$ cat config.mk
export PLATFORM = sky130hd
export DESIGN_NAME = fetch_unit
export DESIGN_NICKNAME = d
export VERILOG_FILES = /design/src/rtl/fetch_unit.sv
export SDC_FILE = /design/constraint.sdc
export NUM_CORES = 1
export LEC_CHECK = 0
export CELL_PAD_IN_SITES_DETAIL_PLACEMENT = 1
export CELL_PAD_IN_SITES_GLOBAL_PLACEMENT = 2
export CORE_MARGIN = 8
export CORE_UTILIZATION = 29
export DETAILED_ROUTE_END_ITERATION = 10
export PLACE_DENSITY = 0.81
export SETUP_SLACK_MARGIN = 0.2
export SKIP_CTS_REPAIR_TIMING = 1
export SYNTH_ARGS = -nofsm -noshare
export SYNTH_HDL_FRONTEND = slang
export SYNTH_SLANG_ARGS = --single-unit
export TNS_END_PERCENT = 5
$ cat constraint.sdc
create_clock -name clk_i -period 2.43 [get_ports clk_i]
set_clock_uncertainty 0.2 [all_clocks]
set_input_delay 0.3645 -clock clk_i [delete_from_list [all_inputs] [get_ports clk_i]]
set_output_delay 0.3645 -clock clk_i [all_outputs]
set_load 0.03 [all_outputs]
$ cat src/rtl/fetch_unit.sv
// Instruction fetch stage: owns the PC, issues one outstanding imem request at a
// time, buffers a single fetched word for decode and handles execute redirects.
module fetch_unit #(
  parameter logic [31:0] RESET_PC = 32'h0000_0000,
  parameter logic [31:0] NOP      = 32'h0000_0013
) (
  input  logic        clk_i,
  input  logic        reset_i,
  output logic        imem_req_o,
  output logic [31:0] imem_addr_o,
  input  logic        imem_gnt_i,
  input  logic        imem_rvalid_i,
  input  logic [31:0] imem_rdata_i,
  input  logic        redirect_i,
  input  logic [31:0] redirect_pc_i,
  output logic        instr_valid_o,
  input  logic        instr_ready_i,
  output logic [31:0] instruction_o,
  output logic [31:0] pc_o,
  output logic        misalign_o
);

  localparam int unsigned XLEN = 32;

  typedef enum logic [2:0] {
    S_BOOT,
    S_REQ,
    S_WAIT,
    S_HOLD,
    S_DROP
  } state_t;

  state_t          state_q, state_d;
  logic [XLEN-1:0] fetch_pc_q, fetch_pc_d;
  logic [XLEN-1:0] inflight_pc_q, inflight_pc_d;
  logic            buf_valid_q, buf_valid_d;
  logic [XLEN-1:0] buf_instr_q, buf_instr_d;
  logic [XLEN-1:0] buf_pc_q, buf_pc_d;

  logic redirect_en;
  logic xfer;

  // Redirects are only honoured once the fetch loop is running.
  assign redirect_en = redirect_i && (state_q != S_BOOT);
  assign xfer        = buf_valid_q && instr_ready_i;

  // Next-state and datapath update; a redirect overrides whatever the state chose.
  always_comb begin
    state_d       = state_q;
    fetch_pc_d    = fetch_pc_q;
    inflight_pc_d = inflight_pc_q;
    buf_valid_d   = buf_valid_q;
    buf_instr_d   = buf_instr_q;
    buf_pc_d      = buf_pc_q;

    case (state_q)
      S_BOOT: state_d = S_REQ;
      S_REQ: begin
        if (redirect_en) begin
          // A grant racing the redirect is for the old PC and must be dropped.
          state_d = imem_gnt_i ? S_DROP : S_REQ;
        end else if (imem_gnt_i) begin
          inflight_pc_d = fetch_pc_q;
          fetch_pc_d    = fetch_pc_q + XLEN'(4);
          state_d       = S_WAIT;
        end
      end
      S_WAIT: begin
        if (redirect_en) begin
          state_d = imem_rvalid_i ? S_REQ : S_DROP;
        end else if (imem_rvalid_i) begin
          buf_valid_d = 1'b1;
          buf_instr_d = imem_rdata_i;
          buf_pc_d    = inflight_pc_q;
          state_d     = S_HOLD;
        end
      end
      S_HOLD: begin
        if (redirect_en) begin
          state_d = S_REQ;
        end else if (xfer) begin
          buf_valid_d = 1'b0;
          buf_instr_d = NOP;
          state_d     = S_REQ;
        end
      end
      S_DROP: begin
        if (imem_rvalid_i) state_d = S_REQ;
      end
      default: state_d = S_BOOT;
    endcase

    if (redirect_en) begin
      fetch_pc_d  = {redirect_pc_i[XLEN-1:2], 2'b00};
      buf_valid_d = 1'b0;
      buf_instr_d = NOP;
    end
  end

  // State and datapath registers.
  always_ff @(posedge clk_i or negedge reset_i) begin
    if (!reset_i) begin
      state_q       <= S_BOOT;
      fetch_pc_q    <= RESET_PC;
      inflight_pc_q <= RESET_PC;
      buf_valid_q   <= 1'b0;
      buf_instr_q   <= NOP;
      buf_pc_q      <= RESET_PC;
    end else begin
      state_q       <= state_d;
      fetch_pc_q    <= fetch_pc_d;
      inflight_pc_q <= inflight_pc_d;
      buf_valid_q   <= buf_valid_d;
      buf_instr_q   <= buf_instr_d;
      buf_pc_q      <= buf_pc_d;
    end
  end

  // Bus and decode outputs come straight from registers; misalign is a same-cycle flag.
  assign imem_req_o    = (state_q == S_REQ);
  assign imem_addr_o   = fetch_pc_q;
  assign instr_valid_o = buf_valid_q;
  assign instruction_o = buf_instr_q;
  assign pc_o          = buf_pc_q;
  assign misalign_o    = redirect_en && (redirect_pc_i[1:0] != 2'b00);

endmodule
# Yosys cells after proc, flatten, opt, wreduce, memory -nomap -nowiden
# Cells that the tools add are included.
[totals]
out_inout_bits = 99
reg_bits = 132
in_bits = 70
elab_cells = 51
[op_classes]
eq_ne = 8
addsub = 1
n_reduce_logical = 14
n_mux = 21
bitwise = 1
[op_table]
columns = ["operator", "n"]
rows = [
  ["2-to-1 mux 32 bit", 6],
  ["one-hot mux 32 bit (2 select lines)", 1],
  ["adder 32 x 3 -> 32 bit, second input constant", 1],
  ["2-to-1 mux 3 bit", 9],
  ["one-hot mux 3 bit (5 select lines)", 1],
  ["AND reduction 3 bit", 3],
  ["equality test 3 x 2 -> 1 bit, second input constant", 2],
  ["inequality test 3 bit, second input constant", 2],
  ["nonzero test 2 bit", 3],
  ["nonzero test 3 bit", 2],
  ["AND reduction 4 bit", 1],
  ["equality test 3 x 1 -> 1 bit, second input constant", 1],
  ["equality test 3 bit, second input constant", 1],
  ["logical AND 1 bit", 3],
  ["logical NOT 3 bit", 1],
  ["2-to-1 mux 1 bit", 3],
  ["inequality test 3 x 1 -> 1 bit, second input constant", 1],
  ["inequality test 2 bit, second input constant", 1],
  ["one-hot mux 1 bit (2 select lines)", 1],
  ["AND reduction 2 bit", 1],
  ["inverter 1 bit", 1],
]

# Depth between registers and ports, before layout
[logic_depth]
word_depth = 4
mapped_depth = 7
depth_no_buf = 4

# Least setup slack after synthesis
# OpenSTA, ideal clock, no wires.
[synth_path]
path_kind = "register to register"
start = "register fetch_pc_q[14] (netlist: imem_addr_o[14])"
end = "register fetch_pc_q[20] (netlist: imem_addr_o[20])"
path_buffers = 1
arrival_time_ns = 2.045
path_stages_with_launch = 6
setup_ns = 0.069
t_required_ns = 2.161
slack_ns = 0.116
period_less_slack_ns = 2.314
path_cell_list = "dfrtp_1 > nand4_4 > or4_4 > buf_6 > or4_1 > nand3_1"
[synth_via]
elab_chain_cells = 4
[synth_lines]
columns = ["item", "line_no", "text"]
rows = [
  ["start: declaration", "34", "logic [XLEN-1:0] fetch_pc_q, fetch_pc_d;"],
  ["start signal: assignment", "111", "fetch_pc_q <= fetch_pc_d;"],
  ["adder 32 x 3 -> 32 bit", "64", "fetch_pc_d = fetch_pc_q + XLEN'(4);"],
  ["2-to-1 mux 32 bit", "62", "end else if (imem_gnt_i) begin"],
  ["2-to-1 mux 32 bit", "56", "case (state_q)"],
  ["2-to-1 mux 32 bit", "93", "if (redirect_en) begin"],
]
# No other way between the ends. The select of a mux whose other input is x is not followed.
# A chain may end at the register's enable or synchronous reset.

# Final worst setup path
[layout_path]
start = "register fetch_pc_q[25] (netlist: imem_addr_o[25])"
end = "output imem_addr_o[25]"
[layout_lines]
columns = ["item", "line_no", "text"]
rows = [
  ["end: declaration", "10", "output logic [31:0] imem_addr_o,"],
]
# No word-level cell between the ends.

==> flow_metrics.tcl <==
set metrics [dict create \
    crit_family "buffers and inverters" \
    finalHoldViolations 0 \
    routed_via_density 4.96 \
    netlist_area_um2 5680 \
    cts-buffers-inserted 17 \
    tightestPinTransition_ps 552 \
    numPortBuffers 164 \
    antenna_found_initial 1 \
    remaining_drc_errors 0 \
    powerDensity_nw_per_um2 1260 \
    synth_edf_count 0 \
    combPwrFrac 0.414 \
    die_area_um2 24300 \
    synth_commonest_cells "nand2_1 (126), dfrtp_1 (123), a22o_1 (30)" \
    rsz0062_at_grt "yes" \
    max_slew_margin 0.632 \
    nNetsFinal 800 \
    slowest_delay_ps 750 \
    hold_class "register to register" \
    cellLeakagePower_nw 3.68 \
    yosysSeqAreaShare 0.555 \
    power.total_mw 10.7 \
    synth_top_area_cell "dfrtp_1" \
    yosys.area.top_type_share 0.541 \
    maxCapViolations 0 \
    path_cells "clkdlybuf4s50_1" \
    syn_area_per_cell_um2 10.5 \
    die_x_um 156 \
    grt_pass1_wl_mm 31.5 \
    peakVddDrop_mv 0.611 \
    finalSetupViolations 0 \
    p_seq_frac 0.330 \
    finalCritPeriodShare 0.919 \
    ys.flop_type "dfrtp_1" \
    core.rowCount 51 \
    max_freq_mhz 448 \
    required_ps 1870 \
    utilization 0.438 \
    ant_nets 0 \
    grt_max_degree 57 \
    crit_path_end_kind "primary output" \
    power.clock.fraction 0.256 \
    ys_ff_latch 126 \
    layout_min_cycle_time_ps 2230 \
    power.internal_mw 6.52 \
    clkSinkCount 126 \
    switching_share 0.389 \
    root_buffer "clkbuf_16" \
    synth.distinct_cells 61 \
    path_max_fanout 8 \
    clk_pin_slew_ps 60 \
    cts_tree "yes" \
    synthArstFlopShare 1.00 \
    syn2layout_area_growth_pct 49.0 \
    overflow 0 \
    die_h_um 156 \
    avgRoutedWirePerCell_um 19.6 \
    start_kind "register" \
    drive_gt1_frac 0.174 \
    ios 169 \
    drv_slew 0 \
    synthMostInstantiatedCell "nand2_1" \
    grt_usage 0.166 \
    grt_pass1_vias 5589 \
    yosys-top-cells-area "dfrtp_1 (54%), nand2_1 (8.3%), mux2_2 (5.3%), a22o_1 (4.6%), nand4_1 (2.2%)" \
    vias 4996 \
    syn_inst 539 \
    hpwl_mm 14.8 \
    dr.first_iter.drc_count 171 \
    clockBufferDepth 2 \
    ys_warn_count 0 \
    drtPass1Iterations 4 \
    drt_wl_total_mm 19.8 \
    core_um2 19300 \
    arrival_ps 1670 \
    p_switching_mw 4.15 \
    cp_num_buf_inv 1 \
    num-fill-cells 2115 \
    start_util 0.294 \
    path_class "register to primary output" \
    clk_latency_ps 420 \
    h-tree-depth 4 \
    slowest_stage "clkdlybuf4s50_1" \
    status "complete, no violations" \
    place_congestion 0.837 \
]
[layout make-up]
class                   count  area [µm²]  share of cell area
flip-flops and latches    126        3160               0.374
multi-input cells         370        2320               0.274
repair buffers            209        2000               0.236
clock buffers              19         443              0.0523
well taps                 265         332              0.0392
clock inverters            13         189              0.0223
inverters                   5        18.8             0.00222
diodes                      1        2.50            0.000296
[per-layer routing]
metal	track usage	vias to the layer above	share of wire	wire, µm
met3	0.0507	19	0.065	1290
met2	0.279	145	0.50	9930
met1	0.196	2517	0.41	8210
met4	0.0628	0	0.019	368
li1	-	2315	-	-
met5	0	-	0	0
[layout by cell type (no fill, tap or decap), types with 4 or more instances in the layout]
master             n
and3_1             7
a22oi_1            9
buf_4             44
nor2_1            19
dfrtp_1          118
inv_1              5
or3_1              6
mux2_2            27
dfrtp_2            5
nand3_1           12
a22o_1            30
clkinv_4           4
o22a_1             5
a31o_2             4
nor3_1             6
o211ai_1           4
nand4_1           20
conb_1             4
and2_1             5
xor2_1             7
a21oi_1            4
nor4_1             4
bufinv_16          4
a31oi_1            5
nand2_1          126
clkbuf_16         17
o21ai_0           15
clkdlybuf4s50_1  160
[sequential cells by signal (all words and copies together) (netlist names)]
register	count
state_q	3
inflight_pc_q	30
imem_addr_o	30
instruction_o	32
pc_o	30
instr_valid_o	1
[power by group through the flow]
| stage | clock, mW | combinational, mW | sequential [mW] |
|---|---|---|---|
| floorplan | 0 | 1.60 | 4.34 |
| global placement | 0 | 4.32 | 3.51 |
| detailed placement | 0 | 4.45 | 3.55 |
| CTS | 2.78 | 4.47 | 3.53 |
| global route | 2.88 | 4.77 | 3.64 |
| finish | 2.72 | 4.42 | 3.52 |
[per-stage QoR]
step           hold WS [ps]  setup slack (ps)  setup TNS [ps]  instance area, µm²  std cells
3_3_place_gp            162              31.9               0                7810        973
6_report                268               197               0                8470       1008
2_1_floorplan          -131               227               0                5700        542
3_5_place_dp            171              2.03               0                7810        973
5_1_grt                 291               119               0                8470       1008
4_1_cts                -274              -188            -188                8440       1005
[kinds of logic (layout without fill, tap and decap cells)]
group                      count (synthesis)  count (layout)  synth area share
adders and majority gates                  1               1           0.00220
xor gates and xnor gates                   8               8            0.0123
AOI/OAI and AO/OA                        105             105             0.142
DFF                                      126             126             0.555
other                                      1               5          0.000660
buffers and inverters                     46             246            0.0420
muxes                                     28              28            0.0552
and+or+nand+nor                          224             224             0.190
[final timing paths]
| path | cells past startpoint | slack (ps) | start | to |
|---|---|---|---|---|
| min in group asynchronous | 2 | 280 | reset_i | pc_o[17]$_DFFE_PN0P_ |
| hold reg to reg | 2 | 270 | inflight_pc_q[10]$_DFFE_PN0P_ | pc_o[10]$_DFFE_PN0P_ |
| max in group asynchronous | 3 | 1000 | reset_i | instruction_o[1]$_DFFE_PN1P_ |
| setup / recovery | 1 | 200 | imem_addr_o[25]$_DFFE_PN0P_ | imem_addr_o[25] |
| setup reg to reg | 4 | 260 | imem_addr_o[5]$_DFFE_PN0P_ | imem_addr_o[27]$_DFFE_PN0P_ |
| hold / removal | 2 | 270 | inflight_pc_q[10]$_DFFE_PN0P_ | pc_o[10]$_DFFE_PN0P_ |
No activity file was read; power rests on OpenSTA's default activity.
==> RTL change, RTL diff (same settings) <==
Make the reset (`reset_i`) synchronous in one clocked block.
--- a/src/rtl/fetch_unit.sv
+++ b/src/rtl/fetch_unit.sv
@@ -98,7 +98,7 @@
   end
 
   // State and datapath registers.
-  always_ff @(posedge clk_i or negedge reset_i) begin
+  always_ff @(posedge clk_i) begin
     if (!reset_i) begin
       state_q       <= S_BOOT;
       fetch_pc_q    <= RESET_PC;
Behaviour: differs if reset_i is asserted again (counterexample within 4 cycles, from zero or initial values and one cycle with reset_i low); with reset_i held inactive, the same outputs for 4 cycles.
==> RTL change against the unedited design <==
Sequential cell count unchanged. Critical path type unchanged. Setup slack worse by 0.021 ns. Design area shrank 6.0%. Non-clock buffer count shrank 2. Synthesized area down 7.8%. Critical endpoint is now imem_addr_o[9]. Routed wire length down 3.5%. Die area fell by 7.0%.
Power is not compared: it rests on default switching activity, and its combinational part moved more than twofold at a synthesized area within 25%.
==> RTL change: results (changes against the unedited design) <==
| Metric | Value |
|---|---|
| Slew @ Worst Pin | 0.590 ns (was 0.552 ns) |
| Number of H-tree levels | 4 (unchanged) |
| GRT Overall Usage | 16.9% (was 16.6%) |
| Largest register FFs | 32 (unchanged) |
| CTS Buf Count | 17 (unchanged) |
| Initial antenna violation count | 0 (was 1) |
| IO buf count | 164 (unchanged) |
| Synth area leaders | dfxtp_1 48%, nand2_1 11%, a21oi_1 7.3%, a22oi_1 4.9%, nor2_1 3.4% (was dfrtp_1 54%, nand2_1 8.3%, mux2_2 5.3%, a22o_1 4.6%, nand4_1 2.2%) |
| Avg Synthesized Cell Area | 8.13 sq um (was 10.5 sq um) |
| Seq/Total Area, Yosys | 48.1% (was 55.5%) |
| Final HPWL DP | 14200 microns (was 14800 microns) |
| DR vias | 5401 (was 4996) |
| Ys async rst share | 0% (was 100%) |
| Drt first pass iters | 4 (unchanged) |
| Complex-gate fraction of the synthesized area | 20.9% (was 14.2%) |
| Worst-path clk slew | 0.06 ns (about the same) |
| CTS Root Cell | clkbuf_16 (unchanged) |
| Worst path top cell family by delay | buffers and inverters (unchanged) |
| Peak supply drop | 0.465 mV |
| Pin count of the biggest net entering global routing | 77 (was 57) |
| Synthesis Warnings | 0 (unchanged) |
| Top FF cell, synth | dfxtp_1 (was dfrtp_1) |
| Final WL | 19100 microns (was 19800 microns) |
| Leakage Power | 2.74 nW |
| CP Max Fanout | 5 (was 8) |
| CP max stage delay | 0.68 ns (was 0.75 ns) |
| Multiplexer area fraction after synthesis | 0.621% (was 5.52%) |
| Non-Filler Instances | 1064 (was 1008) |
| DP Area | 7360 sq um (was 7810 sq um) |
| Xor-xnor portion of the synthesized cell area | 0.836% (was 1.23%) |
| Global-route wire length before repair | 30600 microns (was 31500 microns) |
| Final #Nets | 893 (was 800) |
| Worst hold path type | reg -> reg (unchanged) |
| Fraction of layout cells with a size suffix above 1 | 10.9% (was 17.4%) |
| Post-synthesis adder-cell area fraction | 0.239% (was 0.220%) |
| Max Root-Sink Buffers | 2 (unchanged) |
| Number of global-route vias before repair | 5729 (was 5589) |
| Worst skew pair latency | 0.41 ns |
| Crit path DAT | 1.69 ns (was 1.67 ns) |
| Status | completed (unchanged) |
| Place WS | -0.0370 ns (was 0.00203 ns) |
| Final Wtd Congestion | 0.861 (was 0.837) |
| Count of unique library cells instantiated by Yosys | 61 (unchanged) |
| Dpl cells | 1032 (was 973) |
| ANT cells | 0 (was 1) |
| DRT iter0 DRCs | 191 (was 171) |
| CP max-delay cell | clkdlybuf4s50_1 (unchanged) |
| Post-synth top cells | 151 x nand2_1, 126 x dfxtp_1, 76 x a21oi_1 (was 126 x nand2_1, 123 x dfrtp_1, 30 x a22o_1) |
==> RTL change: cell count changes after synthesis, moves of 10 or more <==
cell,before,now
clkbuf_1,26,36
a22oi_1,9,34
nor2_1,19,48
mux2_2,27,2
nand2_1,126,151
dfrtp_1,123,0
a22o_1,30,7
dfxtp_1,0,126
a21oi_1,4,76
==> RTL change: report_power, final <==
part	switching (mW)	total, mW	internal [mW]
Clock	0.969	2.57	1.60
Sequential	0.110	2.25	2.14
Combinational	0.454	0.839	0.385
==> RTL change: cell families after synthesis <==
kind of cell               count (synthesis)
xor gates and xnor gates                   5
AOI/OAI and AO/OA                        172
adders and majority gates                  1
DFF                                      126
buffers and inverters                     56
other                                      1
and+or+nand+nor                          280
muxes                                      3
==> RTL change: metal layers <==
| layer | part of all wire, % | track usage (%) | vias up | wire length, microns |
|---|---|---|---|---|
| li1 | - | - | 2627 | - |
| met1 | 45 | 20.4 | 2591 | 8620 |
| met2 | 45 | 27.3 | 165 | 8650 |
| met3 | 8.3 | 6.40 | 18 | 1580 |
| met4 | 1.3 | 5.40 | 0 | 255 |
| met5 | 0 | 0 | - | 0 |
==> RTL change: worst paths after layout <==
path | cells after the start | endpoint | start | slack, ns
worst min-delay path | 2 | pc_o[28] | inflight_pc_q[28] | 0.25
worst max-delay path | 2 | imem_addr_o[9] | imem_addr_o[9] | 0.18
worst max register to register | 5 | imem_addr_o[17] | imem_addr_o[4] | 0.18
worst min register to register | 2 | pc_o[28] | inflight_pc_q[28] | 0.25
==> RTL change: cell type report <==
type                    count  area (sq um)
flip-flops and latches    126          2520
multi-input cells         465          2500
inverters                   5          18.8
fillers                  2092          9880
clock buffers              21           470
repair buffers            207          2030
well taps                 229           287
clock inverters            11           129
